[config.mk]
export PLATFORM = sky130hd
export DESIGN_NAME = hack_cpu_mc
export DESIGN_NICKNAME = d
export VERILOG_FILES = /design/src/rtl/hack_pkg.sv /design/src/rtl/hack_alu_w.sv /design/src/rtl/hack_cpu_mc.sv
export SDC_FILE = /design/constraint.sdc
export NUM_CORES = 1
export LEC_CHECK = 0
export ABC_AREA = 1
export CAP_MARGIN = 5
export CORE_ASPECT_RATIO = 0.9
export CORE_UTILIZATION = 45
export CTS_CLUSTER_DIAMETER = 30
export CTS_CLUSTER_SIZE = 24
export DETAILED_ROUTE_END_ITERATION = 10
export PLACE_DENSITY = 0.78
export SLEW_MARGIN = 30
export SYNTH_ARGS = -nofsm -noshare
export SYNTH_HDL_FRONTEND = slang
export SYNTH_SLANG_ARGS = --single-unit
[constraint.sdc]
create_clock -name clk -period 3.35 [get_ports clk]
set_input_delay 0.5025 -clock clk [delete_from_list [all_inputs] [get_ports clk]]
set_output_delay 0.5025 -clock clk [all_outputs]
set_load 0.01 [all_outputs]
[src/rtl/hack_pkg.sv]
// Shared types and instruction field positions
// for the multi-cycle Hack CPU.
package hack_pkg;

   typedef enum logic [2:0] {
      S_FETCH,
      S_DECODE,
      S_MEM_RD,
      S_EXEC,
      S_MEM_WR,
      S_HALT
   } state_t;

   localparam int A_BIT   = 12;
   localparam int CMP_LSB = 6;
   localparam int DEST_A  = 5;
   localparam int DEST_D  = 4;
   localparam int DEST_M  = 3;
   localparam int JLT     = 2;
   localparam int JEQ     = 1;
   localparam int JGT     = 0;

endpackage

[src/rtl/hack_alu_w.sv]
// Width-parametrised Hack ALU.
// Purely combinational: X/Y preset, add/and, negate.
module hack_alu_w #(
   parameter int DATA_W = 16
) (
   input  logic [DATA_W-1:0] x,
   input  logic [DATA_W-1:0] y,
   input  logic [5:0]        ctl,
   output logic [DATA_W-1:0] out,
   output logic              zr,
   output logic              ng
);

   logic [DATA_W-1:0] xa;
   logic [DATA_W-1:0] ya;
   logic [DATA_W-1:0] s;

   // zx,nx,zy,ny,f,no applied in order
   always_comb begin
      xa = ctl[5] ? '0 : x;
      xa = ctl[4] ? ~xa : xa;
      ya = ctl[3] ? '0 : y;
      ya = ctl[2] ? ~ya : ya;
      s  = ctl[1] ? (xa + ya) : (xa & ya);
      out = ctl[0] ? ~s : s;
      zr = (out == '0);
      ng = out[DATA_W-1];
   end

endmodule

[src/rtl/hack_cpu_mc.sv]
// Multi-cycle Hack CPU with handshaked instruction
// and data ports, halt detection and retire counter.
module hack_cpu_mc
   import hack_pkg::*;
#(
   parameter int DATA_W       = 16,
   parameter int ADDR_W       = 15,
   parameter int RESET_VECTOR = 0
) (
   input  logic              clk,
   input  logic              reset,
   output logic              instr_req,
   output logic [ADDR_W-1:0] instr_addr,
   input  logic              instr_valid,
   input  logic [DATA_W-1:0] instr_rdata,
   output logic              mem_req,
   output logic              mem_we,
   output logic [ADDR_W-1:0] mem_addr,
   output logic [DATA_W-1:0] mem_wdata,
   input  logic              mem_ready,
   input  logic [DATA_W-1:0] mem_rdata,
   output logic [ADDR_W-1:0] pc,
   output logic              retire,
   output logic [31:0]       retired_cnt,
   output logic              halted
);

   state_t            state;
   state_t            state_n;
   logic [ADDR_W-1:0] pc_q;
   logic [DATA_W-1:0] a_q;
   logic [DATA_W-1:0] d_q;
   logic [DATA_W-1:0] ir_q;
   logic [DATA_W-1:0] m_q;
   logic [DATA_W-1:0] r_q;
   logic              jmp_q;
   logic              halted_q;
   logic [31:0]       cnt_q;

   logic [DATA_W-1:0] y;
   logic [DATA_W-1:0] alu_out;
   logic              alu_zr;
   logic              alu_ng;
   logic              jcond;
   logic              is_c;
   logic [DATA_W-1:0] cval;
   logic              cjmp;
   logic              halt_hit;
   logic              commit;

   assign is_c = ir_q[DATA_W-1];
   assign y    = ir_q[A_BIT] ? m_q : a_q;

   hack_alu_w #(.DATA_W(DATA_W)) u_alu (
      .x   (d_q),
      .y   (y),
      .ctl (ir_q[CMP_LSB+5:CMP_LSB]),
      .out (alu_out),
      .zr  (alu_zr),
      .ng  (alu_ng)
   );

   assign jcond = (ir_q[JLT] & alu_ng)
                | (ir_q[JEQ] & alu_zr)
                | (ir_q[JGT] & ~alu_ng & ~alu_zr);

   assign instr_addr  = pc_q;
   assign mem_addr    = a_q[ADDR_W-1:0];
   assign mem_wdata   = r_q;
   assign pc          = pc_q;
   assign retire      = commit;
   assign retired_cnt = cnt_q;
   assign halted      = halted_q;

   // Commit value/jump: EXEC commits straight from the ALU,
   // MEM_WR from the latched result
   always_comb begin
      cval = r_q;
      cjmp = 1'b0;
      if (state == S_EXEC) begin
         cval = alu_out;
         cjmp = jcond;
      end else if (state == S_MEM_WR) begin
         cjmp = jmp_q;
      end
      halt_hit = cjmp && (a_q[ADDR_W-1:0] == pc_q);
   end

   // Next state and handshake outputs
   always_comb begin
      state_n   = state;
      instr_req = 1'b0;
      mem_req   = 1'b0;
      mem_we    = 1'b0;
      commit    = 1'b0;
      unique case (state)
         S_FETCH: begin
            instr_req = 1'b1;
            if (instr_valid) state_n = S_DECODE;
         end
         S_DECODE: begin
            if (!is_c) begin
               commit  = 1'b1;
               state_n = S_FETCH;
            end else if (ir_q[A_BIT]) begin
               state_n = S_MEM_RD;
            end else begin
               state_n = S_EXEC;
            end
         end
         S_MEM_RD: begin
            mem_req = 1'b1;
            if (mem_ready) state_n = S_EXEC;
         end
         S_EXEC: begin
            if (ir_q[DEST_M]) begin
               state_n = S_MEM_WR;
            end else begin
               commit  = 1'b1;
               state_n = halt_hit ? S_HALT : S_FETCH;
            end
         end
         S_MEM_WR: begin
            mem_req = 1'b1;
            mem_we  = 1'b1;
            if (mem_ready) begin
               commit  = 1'b1;
               state_n = halt_hit ? S_HALT : S_FETCH;
            end
         end
         S_HALT: state_n = S_HALT;
         default: state_n = S_FETCH;
      endcase
      if (!reset) begin
         instr_req = 1'b0;
         mem_req   = 1'b0;
         mem_we    = 1'b0;
         commit    = 1'b0;
      end
   end

   // State register
   always_ff @(posedge clk or negedge reset) begin
      if (!reset) state <= S_FETCH;
      else        state <= state_n;
   end

   // Datapath registers, commit, counters
   always_ff @(posedge clk or negedge reset) begin
      if (!reset) begin
         pc_q     <= ADDR_W'(RESET_VECTOR);
         a_q      <= '0;
         d_q      <= '0;
         ir_q     <= '0;
         m_q      <= '0;
         r_q      <= '0;
         jmp_q    <= 1'b0;
         halted_q <= 1'b0;
         cnt_q    <= '0;
      end else begin
         if (state == S_FETCH && instr_valid) ir_q <= instr_rdata;
         if (state == S_MEM_RD && mem_ready) m_q <= mem_rdata;
         if (state == S_EXEC) begin
            r_q   <= alu_out;
            jmp_q <= jcond;
         end
         if (commit) begin
            if (!is_c) begin
               a_q <= {1'b0, ir_q[DATA_W-2:0]};
            end else begin
               if (ir_q[DEST_D]) d_q <= cval;
               if (ir_q[DEST_A]) a_q <= cval;
            end
            pc_q  <= cjmp ? a_q[ADDR_W-1:0] : pc_q + ADDR_W'(1);
            cnt_q <= cnt_q + 32'd1;
            if (halt_hit) halted_q <= 1'b1;
         end
      end
   end

endmodule

# After elaboration in Yosys (flattened, before gate mapping)
# Cells that the tools add are included.
# totals
regBits	132
latchBits	0
ram_bits	0
romBits	0
input_bits	36
wordCells	77
n_memories	0
# op_classes
n_addsub	3
mul	0
div	0
magnitude_cmp	0
n_eq_ne	10
shift	0
muxes	32
n_bitwise	12
reduce_logical	10
# op_table
cell	n
$mux 16	10
$not 16->16	3
$add 32x1->32 const B	1
$pmux 3 s6	1
$add 16x16->16	1
$and 16x16->16	1
$logic_not 16->1	1
$add 15x1->15 const B	1
$eq 15x15->1	1
$mux 15	1
$mux 3	5
$mux 1	13
$ne 2x2->1 const B	4
$eq 3x2->1 const B	2
$eq 3x3->1 const B	2
$reduce_and 3->1	2
$and 1x1->1	4
$reduce_and 2->1	2
$eq 3x1->1 const B	1
$logic_and 1x1->1	3
$logic_not 3->1	1
$pmux 1 s3	1
$mux 2	1
$not 1->1	2
other kinds (2)	3

# Depth between registers and ports, before layout
# Gate-level depths: netlist (run 1).
# depth
ltp_word	17
mapped_depth	29
ltp_nobuf	28

# Modules after synthesis
# From an unflattened synthesis (run 1), not the netlist that was laid out.
# unflattened
cells_unflattened	1294
area_unflattened_um2	8953.6
# by_module_without_submodules
module	instances	cells_each	area_per_inst_um2	seq_area_each_um2
hack_cpu_mc	1	875	6864.1	3303.2
hack_alu_w	1	419	2089.5	0.0

# Worst setup path before layout (run 1)
# Ideal clock, no wire load.
# synth_timing
path_type	flip-flop to flip-flop
startpoint	register ir_q[10]
endpoint	register pc_q[11] (netlist: instr_addr[11])
setup_time_ns	0.136
t_arrival_ns	3.375
slack_ns	-0.160
stages_incl_launch_ff	26
path_buffers	3
path_cell_list	dfrtp_1 -> clkbuf_1 -> clkbuf_1 -> xor2_1 -> inv_1 -> ha_1 -> nand2_1 -> nor2_1 -> nand3_1 -> nand2_1 -> nand2_1 -> nand2_1 -> nand2_1 -> nand3_1 -> nand3_1 -> nand2_1 -> nand2_1 -> nor2_1 -> nand3_1 -> nand2_1 -> nand3_1 -> nand3_1 -> buf_2 -> a21oi_1 -> o21ai_0 -> o21ai_0
# synth_via
elab_chain_cells	11
elab_cells_between_ends	17
cone_classes	add/sub: 1; mux: 5; bitwise: 10; reduce/logical: 1
# synth_rtl
element	line	rtl
from (decl)	hack_cpu_mc.sv:33	logic [DATA_W-1:0] ir_q;
from (signal assigned)	hack_cpu_mc.sv:161	if (state == S_FETCH && instr_valid) ir_q <= instr_rdata;
$mux 16 (*)	hack_alu_w.sv:21	xa = ctl[4] ? ~xa : xa;
$add 16x16->16 / $and 16x16->16 (equally long branches)	hack_alu_w.sv:24	s = ctl[1] ? (xa + ya) : (xa & ya);
$mux 16 (*)	hack_alu_w.sv:24	
$not 16->16	hack_alu_w.sv:25	out = ctl[0] ? ~s : s;
$mux 16 (*)	hack_alu_w.sv:25	
$logic_not 16->1 / $not 1->1 (equally long branches)	hack_alu_w.sv:26, hack_cpu_mc.sv:65	
$and 1x1->1 (tied with other cells)	hack_cpu_mc.sv:64	| (ir_q[JEQ] & alu_zr)
$or 1x1->1 / $and 1x1->1 (equally long branches)	hack_cpu_mc.sv:64, hack_cpu_mc.sv:65	
$or 1x1->1 (*)	hack_cpu_mc.sv:65	| (ir_q[JGT] & ~alu_ng & ~alu_zr);
$mux 1 (*)	hack_cpu_mc.sv:80	if (state == S_EXEC) begin
$mux 15 (*)	hack_cpu_mc.sv:174	pc_q <= cjmp ? a_q[ADDR_W-1:0] : pc_q + ADDR_W'(1);
to (signal assigned)	hack_cpu_mc.sv:151	pc_q <= ADDR_W'(RESET_VECTOR);
to (signal assigned)	hack_cpu_mc.sv:174	
to (decl)	hack_cpu_mc.sv:30	logic [ADDR_W-1:0] pc_q;
# Mark *: on every way between the ends. The rest lies on a longest branch, timed or not.
# A chain may end at the register's enable or synchronous reset.

# Worst setup path in the final report (run 1)
# layout_timing
startpoint	register ir_q[12]
endpoint	register pc_q[12] (netlist: instr_addr[12])
# layout_via
elab_chain_cells	14
elab_cells_between_ends	20
cone_classes	add/sub: 1; mux: 7; bitwise: 11; reduce/logical: 1
# layout_rtl
element	line	rtl
$mux 16 (*)	hack_cpu_mc.sv:52	assign y = ir_q[A_BIT] ? m_q : a_q;
$mux 16 (*)	hack_alu_w.sv:22	ya = ctl[3] ? '0 : y;
$not 16->16	hack_alu_w.sv:23	ya = ctl[2] ? ~ya : ya;
$mux 16 (*)	hack_alu_w.sv:23	
$add 16x16->16 / $and 16x16->16 (equally long branches)	hack_alu_w.sv:24	
$mux 16 (*)	hack_alu_w.sv:24	
$not 16->16	hack_alu_w.sv:25	
$mux 16 (*)	hack_alu_w.sv:25	
$logic_not 16->1 / $not 1->1 (equally long branches)	hack_alu_w.sv:26, hack_cpu_mc.sv:65	
$and 1x1->1 (tied with other cells)	hack_cpu_mc.sv:64	
$or 1x1->1 / $and 1x1->1 (equally long branches)	hack_cpu_mc.sv:64, hack_cpu_mc.sv:65	
$or 1x1->1 (*)	hack_cpu_mc.sv:65	
$mux 1 (*)	hack_cpu_mc.sv:80	
$mux 15 (*)	hack_cpu_mc.sv:174	
# Marks and branches as above.

==> results of run 1 <==
-- through the flow --
| step | TNS, ns | utilization (%) | worst slack (ns) | hold WS, ns | cell area [µm²] |
|---|---|---|---|---|---|
| floorplan | 0 | - | 0.02284 | 0.2069 | 8417 |
| global placement | -7.609 | 58.09 | -0.4580 | 0.4584 | 10660 |
| detailed placement | -7.694 | 58.09 | -0.4608 | 0.4660 | 10660 |
| CTS | -3.388 | 63.76 | -0.2163 | 0.2902 | 11700 |
| global route | -8.639 | 66.16 | -0.5461 | 0.3219 | 12140 |
| finish | -5.141 | 66.16 | -0.3609 | 0.2551 | 12140 |
-- sequential cells by signal, summed over array words and instances, names as in the netlist --
register	count
retired_cnt	32
a_q	16
d_q	16
ir_q	16
m_q	16
mem_wdata	16
instr_addr	15
state	3
halted	1
jmp_q	1
-- synthesized netlist by cell type, types with 12 or more instances --
master / instances
nand2_1: 269
dfrtp_1: 132
inv_1: 129
o21ai_0: 93
nand3_1: 83
xor2_1: 72
a21oi_1: 52
buf_4: 30
clkbuf_1: 30
nor2_1: 29
xnor2_1: 22
mux2_2: 21
ha_1: 18
nand4_1: 18
nor3_1: 12
-- layer usage --
layer  track usage [%]  vias to the layer above  wire length (µm)
met5                 0                        -                 0
met4             12.15                        0              1258
met3             6.285                       93              2060
met2             45.06                      382             13120
met1             37.23                     4213             11380
li1                  -                     3946                 -
-- area by class of cell --
type                       count  share of cell area, %
multi-input combinational    747                  39.85
sequential                   132                  27.24
timing repair buffer         280                  21.03
inverter                     138                  4.329
clock buffer                  19                  3.566
tap                          245                  2.525
clock inverter                13                  1.412
timing repair inverter         1                0.05154
-- final timing paths --
kind                       slack (ns)             end
max reg2reg                     -0.36  instr_addr[12]
max                             -0.36  instr_addr[12]
min in group clk                 0.47  retired_cnt[2]
min reg2reg                      0.48          d_q[2]
min                              0.26        state[2]
max in group asynchronous        1.89         ir_q[9]
-- logic make-up after synthesis --
logic type	after synthesis
buf+inv	204
compound gates	162
mux	21
xor+xnor	94
flops	132
fa+ha+maj	19
simple gates	451
-- worst max-delay path: stages, from the launching register on --
cell,delay [ns]
dfrtp_2,0.42
clkinv_4,0.11
a21oi_4,0.18
o21ai_2,0.09
xor2_1,0.16
ha_2,0.22
inv_2,0.06
fa_2,0.39
inv_4,0.11
nand3_4,0.09
nand4_1,0.11
nand3_2,0.09
nand2_1,0.09
nand2_1,0.06
nand2_2,0.09
nand3_2,0.07
nor3_2,0.17
buf_4,0.16
nand4_1,0.10
nand3_2,0.13
nand3_4,0.13
buf_6,0.16
buf_12,0.13
a21oi_2,0.14
o21ai_1,0.08
o21ai_1,0.07
-- what timing repair did --
action	in CTS	in global routing
gates resized for setup	89	120
hold endpoints to repair	0	0
cloned	2	2
setup endpoints to repair	19	30
hold buffers	0	0
pin swaps	33	57
setup buffers	20	3
==> key figures, run 1 <==
Status
  • Status: complete, but fails checks
  • Violated checks: negative setup slack

Floorplan
  • Placement Rows: 47
  • Initial Util: 45.80%
  • Die span in x: 146.0 µm
  • Die area: 0.01922 mm²
  • Core area: 0.01835 mm²
  • Io pins: 134
  • Die Ht: 131.6 µm

Clock network
  • CTS root buffer: clkbuf_16
  • CTS clk-pin slew, worst paths: 0.06 ns
  • CTS tree: yes
  • Clock Latency Late Sink: 0.43 ns
  • Clk sinks: 132
  • Number of buffers created by CTS: 17
  • H-Tree Depth: 4
  • Max Buffers Root-to-Sink: 2

Synthesis
  • Synth Instances: 1,083
  • Yosys top cell by area: dfrtp_1
  • Mapped Area: 0.008403 mm²
  • Top_reg_cell synth: dfrtp_1
  • Yosys top cell area share: 39.31%
  • Simple-Gate Fraction of Synth Area: 24.55%
  • Post-synth ARST share: 100.0%
  • Synthesized net count: 1,138
  • Compound-Gate Fraction of Synth Area: 10.11%
  • XOR/XNOR share of the synthesized area: 9.797%
  • Largest cells by area after synthesis: dfrtp_1 (39%), nand2_1 (12%), xor2_1 (7.5%), inv_1 (5.8%), o21ai_0 (5.5%)
  • Largest family of logic cells by synthesized area: simple AND/OR/NAND/NOR gates
  • Post-synthesis cell type count: 39
  • Mux contribution to synthesized area: 2.814%
  • Syn Area/Cell: 7.759 µm²
  • Post-synthesis sequential area ratio: 39.31%
  • Adder-cell share of the synthesized area: 2.918%
  • Post-synth EDFFs: 0
  • Synthesis-stage register bit count: 132
  • Warnings, synthesis: 0

Worst setup path
  • Worst Reg-to-Reg Cells: 25
  • RR Startpoint: ir_q[12]
  • Worst Setup SP: ir_q[12]
  • WS Path Type: flop to flop
  • Arrival time at the worst endpoint: 4.07 ns
  • Crit Path Max Fanout: 8
  • Kind of end point of the critical path: flop
  • CP required: 3.71 ns
  • Crit start category: flop

GRT
  • Gr ovfl total: 0
  • Via count of the first global-routing pass: 8,290
  • All-layer global routing usage: 28.35%
  • Largest net degree at the start of global routing: 76
  • First-pass GRT wire length: 42.56 mm
  • Initial antenna violation count: 0

Final layout
  • Commonest non-fill, non-tap cell in the layout: nand2_1
  • Layout net count: 1,372
  • Post-Layout Cell Count: 1,575
  • Area growth syn-to-layout: 44.46%
  • Diode count: 0
  • Most frequent cells in the layout: nand2_1 (234), clkdlybuf4s50_1 (132), buf_4 (132)
  • Final-layout fill cell count: 1,448
  • Share of cells above drive strength 1: 27.37%
  • Register area: 0.003307 mm²
  • Multi-input gate area: 0.004837 mm²

Timing
  • Least-Margin Pin Slew: 1.266 ns
  • Setup ws final: -0.3609 ns
  • Period minus WS final: 3.711 ns
  • Final clock skew: 0.009572 ns
  • RSZ-0062 raised after global routing: yes
  • Setup-failing EPs final: 18
  • Max-slew headroom: 14.85%
  • Hold Violations, Final: 0
  • Max Freq: 269.5 MHz
  • Pins Over Slew Limit: 0
  • Fin crit share: 110.8%

Detailed routing
  • WL per Instance: 17.67 µm
  • Drt via density: 5.482
  • Final wirelength: 27.82 mm
  • Initial DRC Count: 803
  • Antenna-violating nets left: 0
  • DRC viols: 0
  • DRT Pass-1 Iters: 5
  • Vias: 8,634

Placed design
  • Placer Congestion: 0.9833
  • Port bufs: 133
  • Hpwl dp: 19.23 mm
  • Cells after DPL: 1,520

Min path
  • Path type of the worst min-delay path: input port to async pin

Run
  • Max cap viols: 0
Power of run 1 is not shown: default switching activity piles up to over one toggle a cycle in this logic, so the estimate is an artifact.
==> run 2, diff against run 1 <==
--- a/config.mk
+++ b/config.mk
@@ -8,3 +8,3 @@
 export ABC_AREA = 1
-export CAP_MARGIN = 5
+export CAP_MARGIN = 20
 export CORE_ASPECT_RATIO = 0.9
--- a/constraint.sdc
+++ b/constraint.sdc
@@ -3,2 +3,2 @@
 set_output_delay 0.5025 -clock clk [all_outputs]
-set_load 0.01 [all_outputs]
+set_load 0.02 [all_outputs]
==> run 2 against run 1 <==
The flow still finishes with violations (negative setup slack). Final cell count up 1.5%. Register-to-register slack worse by 0.06 ns. Global-route usage rose by 0.87 points.
==> key figures, run 2 (synthesis results as in run 1) <==
Status
  • Status: complete, but fails checks
  • Violated checks: negative setup slack

Timing
  • Final clock skew: 0.01004 ns
  • Pins Over Slew Limit: 0
  • Least-Margin Pin Slew: 0.9003 ns
  • Period minus WS final: 3.768 ns
  • Max Freq: 265.4 MHz
  • Setup ws final: -0.4182 ns
  • RSZ-0062 raised after global routing: yes
  • Max-slew headroom: 39.43%
  • Fin crit share: 112.5%
  • Setup-failing EPs final: 20
  • Hold Violations, Final: 0

Worst setup path
  • Kind of end point of the critical path: flop
  • Crit Path Max Fanout: 8
  • WS Path Type: flop to flop
  • Crit start category: flop
  • RR Startpoint: ir_q[12]
  • Worst Setup SP: ir_q[12]
  • CP required: 3.67 ns
  • Arrival time at the worst endpoint: 4.09 ns
  • R2R Setup Slk: -0.42 ns

Floorplan
  • Die area: 0.01922 mm²
  • Initial Util: 45.80%
  • Die span in x: 146.0 µm
  • Io pins: 134
  • Die Ht: 131.6 µm
  • Core area: 0.01835 mm²
  • Placement Rows: 47

Detailed routing
  • Drt via density: 5.329
  • Vias: 8,521
  • Initial DRC Count: 705
  • WL per Instance: 17.47 µm
  • DRT Pass-1 Iters: 7
  • Final wirelength: 27.93 mm
  • Antenna-violating nets left: 0
  • DRC viols: 0

Min path
  • Path type of the worst min-delay path: input port to async pin

GRT
  • All-layer global routing usage: 29.22%
  • First-pass GRT wire length: 43.39 mm
  • Initial antenna violation count: 0
  • Via count of the first global-routing pass: 8,360
  • Gr ovfl total: 0
  • Largest net degree at the start of global routing: 74

Clock network
  • H-Tree Depth: 4
  • Clk sinks: 132
  • CTS tree: yes
  • # hold bufs at CTS: 0
  • CTS clk-pin slew, worst paths: 0.06 ns
  • Max Buffers Root-to-Sink: 2
  • Number of buffers created by CTS: 17
  • CTS root buffer: clkbuf_16
  • Clock Latency Late Sink: 0.44 ns

Placed design
  • Placer Congestion: 1.006
  • Place WS: -0.5273 ns
  • Port bufs: 133
  • Hpwl dp: 19.48 mm
  • Area after DPL: 0.01077 mm²

Final layout
  • Commonest non-fill, non-tap cell in the layout: nand2_1
  • Post-route cell area: 0.01216 mm²
  • Max reg flops: 32
  • Diode count: 0
  • Share of cells above drive strength 1: 26.44%
  • Layout net count: 1,396
  • Area growth syn-to-layout: 44.65%
  • Most frequent cells in the layout: nand2_1 (244), buf_4 (158), clkdlybuf4s50_1 (132)

Run
  • Max cap viols: 0
run 2: cell type report:
| type | instances | area, µm² |
|---|---|---|
| clock buffer | 18 | 439.2 |
| tap | 245 | 306.5 |
| inverter | 138 | 525.5 |
| timing repair inverter | 1 | 8.758 |
| multi-input combinational | 747 | 4646 |
| clock inverter | 14 | 191.4 |
| fill | 1482 | 6192 |
| timing repair buffer | 304 | 2733 |
| sequential | 132 | 3306 |
run 2: path summary, 6_finish.rpt:
check,endpoint,depth (start not counted)
max,instr_addr[0],26
min,retired_cnt[19],2
max reg2reg,instr_addr[0],26
min reg2reg,d_q[15],2
max in group asynchronous,d_q[3],3
min in group clk,retired_cnt[2],4
run 2: what timing repair did:
item / CTS / global route
gates resized for setup: 100 / 72
buffers inserted: 18 / 15
endpoints found under the setup margin: 22 / 40
pin swaps: 32 / 43
endpoints found under the hold margin: 0 / 0
cloned: 4 / 0
run 2: stage by stage:
step           util [%]  TNS, ns  hold slack [ns]  std cells
3_5_place_dp      58.69   -8.761           0.4652       1533
6_report          66.25   -6.639           0.2462       1599
2_1_floorplan         -        0           0.2069       1083
5_1_grt           66.25   -10.83           0.3199       1599
4_1_cts           64.70   -4.986           0.2751       1587
3_3_place_gp      58.69   -7.009           0.4601       1533
run 2: routing by layer:
layer	GRT usage, %	wire [µm]	up-vias
met5	0	0	-
met4	11.17	931	0
met3	7.257	2302	65
met2	48.33	13340	377
met1	36.77	11350	4096
li1	-	-	3983
run 2: worst max-delay path, cell delays in order (launching register included):
cell      delay (ns)
dfrtp_2         0.42
clkinv_4        0.11
buf_4           0.14
o21ai_1         0.15
xor2_1          0.17
buf_4           0.15
buf_4           0.10
ha_2            0.27
nand3_1         0.16
nand2_1         0.12
nand2_1         0.08
nand3_1         0.10
o21ai_0         0.13
nand2_1         0.08
nand2_1         0.11
nand3_1         0.12
nor3_2          0.20
buf_4           0.17
nand3_2         0.08
nand2_2         0.07
nand3_2         0.10
nand3_4         0.13
buf_6           0.15
buf_16          0.13
nand2_2         0.05
o211ai_1        0.08
o21ai_1         0.09
Power of run 2 is left out for the same reason.
